File: config.mk
export PLATFORM = sky130hd
export DESIGN_NAME = sparse_mac_lane
export DESIGN_NICKNAME = d
export VERILOG_FILES = /design/src/rtl/sparse_mac_pkg.sv /design/src/rtl/sparse_mac_lane_flg_pick.sv /design/src/rtl/sparse_mac_lane.sv
export SDC_FILE = /design/constraint.sdc
export NUM_CORES = 1
export LEC_CHECK = 0
export CORE_MARGIN = 10
export CORE_UTILIZATION = 40
export DETAILED_ROUTE_END_ITERATION = 7
export HOLD_SLACK_MARGIN = 0.08
export PLACE_DENSITY_LB_ADDON = 0.3
export SLEW_MARGIN = 20
export SYNTH_ARGS = -nofsm -noshare
export SYNTH_HDL_FRONTEND = slang
export SYNTH_SLANG_ARGS = --single-unit
File: constraint.sdc
create_clock -name clk -period 24.6 [get_ports clk]
set_input_delay 4.92 -clock clk [delete_from_list [all_inputs] [get_ports clk]]
set_output_delay 4.92 -clock clk [all_outputs]
set_load 0.01 [all_outputs]
File: src/rtl/sparse_mac_pkg.sv
// sparse_mac_pkg: shared FSM state encoding and default parameters for the sparse MAC lane
package sparse_mac_pkg;
  typedef enum logic [1:0] {IDLE, WAITFLG, COMP, WAITOUT} state_t;
  localparam int DEF_DATA_W      = 8;
  localparam int DEF_PSUM_W      = 24;
  localparam int DEF_BLOCK_DEPTH = 32;
  localparam int DEF_ROW_LEN     = 16;
  localparam int DEF_ACT_AW      = 12;
  localparam int DEF_WEI_AW      = 10;
  localparam int DEF_OUT_AW      = 5;
endpackage

File: src/rtl/sparse_mac_lane_flg_pick.sv
// flg_pick: lowest-set-bit select of the pair mask plus prefix popcounts of both flag words
//   mask/act/wei in : pending pair mask, activation and weight nonzero flags
//   sel out          : one-hot lowest set bit of mask (0 when mask is empty)
//   pc_act/pc_wei out: set flags strictly below the selected bit
//   pc_all out       : total set activation flags (advances the activation pointer)
module flg_pick #(
  parameter int BLOCK_DEPTH = 32,
  localparam int CW = $clog2(BLOCK_DEPTH + 1)
) (
  input  logic [BLOCK_DEPTH-1:0] mask,
  input  logic [BLOCK_DEPTH-1:0] act,
  input  logic [BLOCK_DEPTH-1:0] wei,
  output logic [BLOCK_DEPTH-1:0] sel,
  output logic [CW-1:0]          pc_act,
  output logic [CW-1:0]          pc_wei,
  output logic [CW-1:0]          pc_all
);
  logic [BLOCK_DEPTH-1:0] below;
  function automatic logic [CW-1:0] pop(input logic [BLOCK_DEPTH-1:0] v);
    pop = '0;
    for (int i = 0; i < BLOCK_DEPTH; i++) pop = pop + CW'(v[i]);
  endfunction
  // two's-complement trick isolates the lowest set bit; sel-1 masks everything beneath it
  assign sel    = mask & (~mask + BLOCK_DEPTH'(1));
  assign below  = sel - BLOCK_DEPTH'(1);
  assign pc_act = pop(act & below);
  assign pc_wei = pop(wei & below);
  assign pc_all = pop(act);
endmodule

File: src/rtl/sparse_mac_lane.sv
// sparse_mac_lane: one row of sparse dot products over compressed activation/weight storage
//   start/cfg_*      : row start and configuration (captured on start, restart from any state)
//   flg_*            : per-location nonzero flag words, accepted while flg_rdy
//   rd_*             : single-outstanding operand read port
//   out_*            : psum output with valid/ready handshake
//   busy/done        : row in progress / one-cycle completion pulse
module sparse_mac_lane import sparse_mac_pkg::*; #(
  parameter int DATA_W      = DEF_DATA_W,
  parameter int PSUM_W      = DEF_PSUM_W,
  parameter int BLOCK_DEPTH = DEF_BLOCK_DEPTH,
  parameter int ROW_LEN     = DEF_ROW_LEN,
  parameter int ACT_AW      = DEF_ACT_AW,
  parameter int WEI_AW      = DEF_WEI_AW,
  parameter int OUT_AW      = DEF_OUT_AW
) (
  input  logic                     clk,
  input  logic                     rst_n,
  input  logic                     start,
  input  logic [ACT_AW-1:0]        cfg_act_base,
  input  logic [WEI_AW-1:0]        cfg_wei_base,
  input  logic [1:0]               cfg_col,
  input  logic [OUT_AW-1:0]        cfg_win_lo,
  input  logic [OUT_AW-1:0]        cfg_win_hi,
  input  logic                     cfg_sat,
  output logic                     flg_rdy,
  input  logic [BLOCK_DEPTH-1:0]   flg_act,
  input  logic                     flg_act_val,
  input  logic [BLOCK_DEPTH-1:0]   flg_wei,
  input  logic                     flg_wei_val,
  output logic                     rd_req,
  output logic [ACT_AW-1:0]        rd_addr_act,
  output logic [WEI_AW-1:0]        rd_addr_wei,
  input  logic                     rd_val,
  input  logic signed [DATA_W-1:0] rd_act,
  input  logic signed [DATA_W-1:0] rd_wei,
  output logic                     out_val,
  input  logic                     out_rdy,
  output logic [OUT_AW-1:0]        out_addr,
  output logic signed [PSUM_W-1:0] out_psum,
  output logic                     busy,
  output logic                     done
);
  localparam int CW = $clog2(BLOCK_DEPTH + 1);
  localparam int LW = $clog2(ROW_LEN + 1);
  state_t                   state;
  logic [WEI_AW-1:0]        wei_base;
  logic [1:0]               col;
  logic [OUT_AW-1:0]        win_lo, win_hi;
  logic                     sat;
  logic [LW-1:0]            loc_cnt;
  logic [ACT_AW-1:0]        act_ptr;
  logic [BLOCK_DEPTH-1:0]   fa, fw, mask, sel;
  logic [CW-1:0]            pc_act, pc_wei, pc_all;
  logic signed [PSUM_W-1:0] psum, acc;
  logic signed [PSUM_W:0]   sum;
  logic signed [2*DATA_W-1:0] prod;
  logic                     pend, take, fin, in_win, last;
  logic [OUT_AW-1:0]        loc_addr;
  flg_pick #(.BLOCK_DEPTH(BLOCK_DEPTH)) u_pick (
    .mask   (mask),
    .act    (fa),
    .wei    (fw),
    .sel    (sel),
    .pc_act (pc_act),
    .pc_wei (pc_wei),
    .pc_all (pc_all)
  );
  assign flg_rdy     = state == WAITFLG;
  assign out_val     = state == WAITOUT;
  assign busy        = state != IDLE;
  // a returning read frees the single slot in the same cycle, keeping zero-wait memory at one MAC per cycle
  assign rd_req      = !start && state == COMP && |mask && (!pend || rd_val);
  assign rd_addr_act = act_ptr + ACT_AW'(pc_act);
  assign rd_addr_wei = wei_base + WEI_AW'(pc_wei);
  assign take        = state == COMP && pend && rd_val;
  assign prod        = (2*DATA_W)'(rd_act) * (2*DATA_W)'(rd_wei);
  // one guard bit exposes overflow; the clamp direction follows the guard (true) sign
  assign sum         = (PSUM_W+1)'(psum) + (PSUM_W+1)'(prod);
  assign acc         = (sat && sum[PSUM_W] != sum[PSUM_W-1])
                       ? (sum[PSUM_W] ? {1'b1, {(PSUM_W-1){1'b0}}} : {1'b0, {(PSUM_W-1){1'b1}}})
                       : sum[PSUM_W-1:0];
  assign fin         = state == COMP && mask == '0 && !pend;
  // loc_cnt was already advanced when the flags were taken, hence the extra -1
  assign loc_addr    = OUT_AW'(loc_cnt) - OUT_AW'(1) - OUT_AW'(col);
  assign in_win      = loc_addr >= win_lo && loc_addr <= win_hi;
  assign last        = loc_cnt == LW'(ROW_LEN);
  always_ff @(posedge clk or negedge rst_n)
    if (!rst_n) begin
      state    <= IDLE;
      wei_base <= '0;
      col      <= '0;
      win_lo   <= '0;
      win_hi   <= '0;
      sat      <= 1'b0;
      loc_cnt  <= '0;
      act_ptr  <= '0;
      fa       <= '0;
      fw       <= '0;
      mask     <= '0;
      psum     <= '0;
      pend     <= 1'b0;
      out_addr <= '0;
      out_psum <= '0;
      done     <= 1'b0;
    end else begin
      done <= 1'b0;
      pend <= rd_req | (pend & ~rd_val);
      if (rd_req) mask <= mask & ~sel;
      if (take) psum <= acc;
      if (start) begin
        state    <= WAITFLG;
        wei_base <= cfg_wei_base;
        col      <= cfg_col;
        win_lo   <= cfg_win_lo;
        win_hi   <= cfg_win_hi;
        sat      <= cfg_sat;
        loc_cnt  <= '0;
        act_ptr  <= cfg_act_base;
        mask     <= '0;
        psum     <= '0;
        pend     <= 1'b0;
      end else if (state == WAITFLG && flg_act_val && flg_wei_val) begin
        state   <= COMP;
        fa      <= flg_act;
        fw      <= flg_wei;
        mask    <= flg_act & flg_wei;
        psum    <= '0;
        loc_cnt <= loc_cnt + LW'(1);
      end else if (fin) begin
        act_ptr  <= act_ptr + ACT_AW'(pc_all);
        out_addr <= loc_addr;
        out_psum <= psum;
        state    <= in_win ? WAITOUT : last ? IDLE : WAITFLG;
        done     <= !in_win && last;
      end else if (state == WAITOUT && out_rdy) begin
        state <= last ? IDLE : WAITFLG;
        done  <= last;
      end
    end
endmodule

==> reports/qor.txt <==
DRT
------------------------------------------------------------------------------------
Routed Antenna Nets                                                                0
Violation count after the first detailed-routing iteration                       579
Final WL                                                                    41600 um
Post-detailed-route DRC marker count                                               0
Detailed-route vias per instance                                                5.03
Via Count                                                                      11.6k
Iteration count of the initial detailed-routing pass                               5
Detail-routed net length per standard cell                                   18.1 um

CLOCK NETWORK
------------------------------------------------------------------------------------
Clock Latency Late Sink                                                      0.46 ns
Clock buffer count from CTS                                                       17
Count of clock tree sinks                                                        193
Clock slew seen by the registers of the worst setup and hold paths           0.07 ns
Cell at the root of the clock tree                                         clkbuf_16
CTS HTree Levels                                                                   4
Max Root-Sink Buffers                                                              2
Post_cts resized                                                                   0
Number of buffers inserted for hold repair after clock tree synthesis              0
Clock tree from TritonCTS                                                       done
# Post-CTS Setup Buffers                                                           0

WORST SETUP PATH
------------------------------------------------------------------------------------
Number of cells on the worst reg-to-reg path                                      20
Required time at the worst-slack endpoint                                   19.68 ns
Worst Path Max Fanout                                                              9
Critical register-to-register path startpoint                                  fa[0]
Startpoint-to-endpoint class of the critical path                         reg -> out
Kind of start point of the critical path                                   flip-flop
Timing startpoint of the critical path                                       mask[0]
Crit. End Element                                                       primary output
Most used cell, CP                                                              fa_1
Maximum cell stage delay along the critical path                             0.70 ns
Worst Path Arrival                                                           9.43 ns
Worst reg2reg setup slack                                                   18.12 ns
Slowest cell on the critical path                                              or4_1
End point of the critical path                                          rd_addr_act[11]
Critical R2R Capture                                                     act_ptr[10]

FLOORPLANNING
------------------------------------------------------------------------------------
Core region area                                                          39800 um^2
Die span in x                                                                 221 um
# rows                                                                            73
Die area                                                                  48700 um^2
Die Ht                                                                        221 um
I/O pin count                                                                    178
Starting density of the core                                                   0.405

FLOW RUN
------------------------------------------------------------------------------------
Max Cap Violations                                                                 0

FINISH
------------------------------------------------------------------------------------
Number of nets in the layout                                                    2181
Share of layout cells above drive strength 1                                  0.0721
Layout overhead on the synthesized area                                        17.6%

LOGIC SYNTHESIS
------------------------------------------------------------------------------------
Number of nets in the synthesized netlist                                       2034
Yosys top cell area share                                                      0.300
Flops & latches, synth                                                           193
Number of enable-type register cells in the synthesized netlist                    0
Sequential area share after synthesis                                          0.300
Top cells by area in the synthesized netlist                            dfrtp_1 30%, fa_1 23%, ha_1 8.7%
Count of cell types in the netlist                                                69
Most used DFF post-synth                                                     dfrtp_1
Most instantiated cells after synthesis                                 268 x inv_1, 193 x dfrtp_1, 187 x nand2_1
Fraction of synthesis flops using an asynchronous set or reset pin              1.00
Cell area after synthesis                                                 16100 um^2
Gate count after technology mapping                                             1616
Mean cell area of the mapped netlist                                       9.97 um^2
Top cell type by total area after synthesis                                  dfrtp_1
Cell with the most instances after synthesis                                   inv_1
YS warnings                                                                        0

TIMING
------------------------------------------------------------------------------------
Final worst path period need                                                14.35 ns
Highest Clock Rate                                                          69.7 MHz
Max Clock Skew                                                             0.0133 ns
Hold Fails Final Rpt                                                               0
Worst slew margin                                                              0.337
Slew @ Worst Pin                                                            0.992 ns
Setup repair after global routing missed its margin                               no
Number of pins with negative max-slew slack in the final report                    0
Accumulated negative setup slack                                                0 ns
Share of the clock period used by the worst path                               0.584
Setup violation total in the final timing report                                   0

WORST HOLD PATH
------------------------------------------------------------------------------------
HP Class                                                                  reg -> reg

GRT
------------------------------------------------------------------------------------
Via count of the first global-routing pass                                     12.3k
GRT Resource Usage Total                                                       0.177
Global-route wire length before repair                                      67000 um
Pin count of the biggest net entering global routing                              72
Antenna violations before repair                                                   2
Overflow after GRT                                                                 0

PLACED DESIGN
------------------------------------------------------------------------------------
Count of buffers from port buffering                                             177
RD Place Congestion                                                            0.885
HPWL after detailed placement                                               34000 um

RUN STATUS
------------------------------------------------------------------------------------
Run status                                                              finished clean

[metrics by stage]
stage          hold WS (ns)  utilization  worst slack [ns]  std cells  instance area, um^2
3_5_place_dp          0.462        0.461             10.73       2269                18400
6_report              0.477        0.476             10.25       2301                19000
3_3_place_gp          0.455        0.461             10.81       2269                18400
2_1_floorplan         0.443            -             11.71       1616                16100
4_1_cts               0.477        0.476             10.21       2300                18900
5_1_grt               0.513        0.476              9.79       2301                19000
[worst max-delay path, delay by kind of cell, from the launching register on]
family / cells / cell delay (ns)
adders and majority gates: 9 / 4.15
and+or+nand+nor: 9 / 2.55
AOI/OAI and AO/OA: 5 / 0.91
buffers and inverters: 4 / 0.79
DFF: 1 / 0.46
xor gates and xnor gates: 1 / 0.11
[worst min-delay path by stage]
stage                     cells after the start      endpoint         start  slack, ns
final                                         2   out_psum[0]   out_psum[0]       0.48
after global routing                          2  out_psum[11]  out_psum[11]       0.51
after CTS                                     2   out_psum[0]   out_psum[0]       0.48
after detailed placement                      2   out_psum[0]   out_psum[0]       0.46
after global placement                        2   out_psum[0]   out_psum[0]       0.46
after floorplan                               2      psum[23]      psum[23]       0.44
[cell usage in the layout (no fill, tap or decap), drive strengths merged, types with 3 or more instances in the layout]
master,instances
o21ai,86
o211ai,17
mux2i,4
and3,12
xor2,22
and2,41
or3,6
a21o,17
nor2b,19
a21oi,45
nand2,187
mux2,55
a221o,19
a211oi,5
dfrtp,193
inv,273
or2,8
nor2,65
ha,112
clkdlybuf4s50,175
clkbuf,19
nor3b,6
o21a,7
nand4,4
o22ai,3
xnor2,44
a31oi,3
o311ai,12
nor3,17
nand2b,15
or4,5
clkinv,4
buf,8
nor4,4
fa,184
o21bai,8
nand3,42
[kinds of logic after synthesis]
family                     count (synthesis)  synth area share
adders and majority gates                296             0.316
and+or+nand+nor                          435             0.129
DFF                                      193             0.300
buffers and inverters                    324            0.0780
muxes                                     59            0.0409
AOI/OAI and AO/OA                        243            0.0995
xor gates and xnor gates                  66            0.0370
[layout make-up]
cell class,instances,area [um^2]
Sequential cell,193,4830
Tap cell,525,657
Antenna cell,1,2.50
Fill cell,3827,20900
Clock inverter,13,151
Multi-Input combinational cell,1099,10000
Inverter,268,1010
Timing Repair Buffer,184,1820
Clock buffer,18,439
[routing by layer]
metal	track usage	routed length [um]	up-vias
li1	-	-	5524
met1	0.217	17600	5779
met2	0.311	21500	237
met3	0.0359	1810	40
met4	0.0456	768	2
met5	0	7	-
[state kept, by name, summed over array words and instances, names as in the netlist, 2 cells and up]
register  count
win_hi        5
loc_cnt       5
mask         32
fa           32
col           2
out_psum     24
state         2
win_lo        5
fw           32
wei_base     10
psum         24
act_ptr      12
out_addr      5
Power is not shown: default switching activity piles up to over one toggle a cycle in this logic, so the estimate is an artifact.
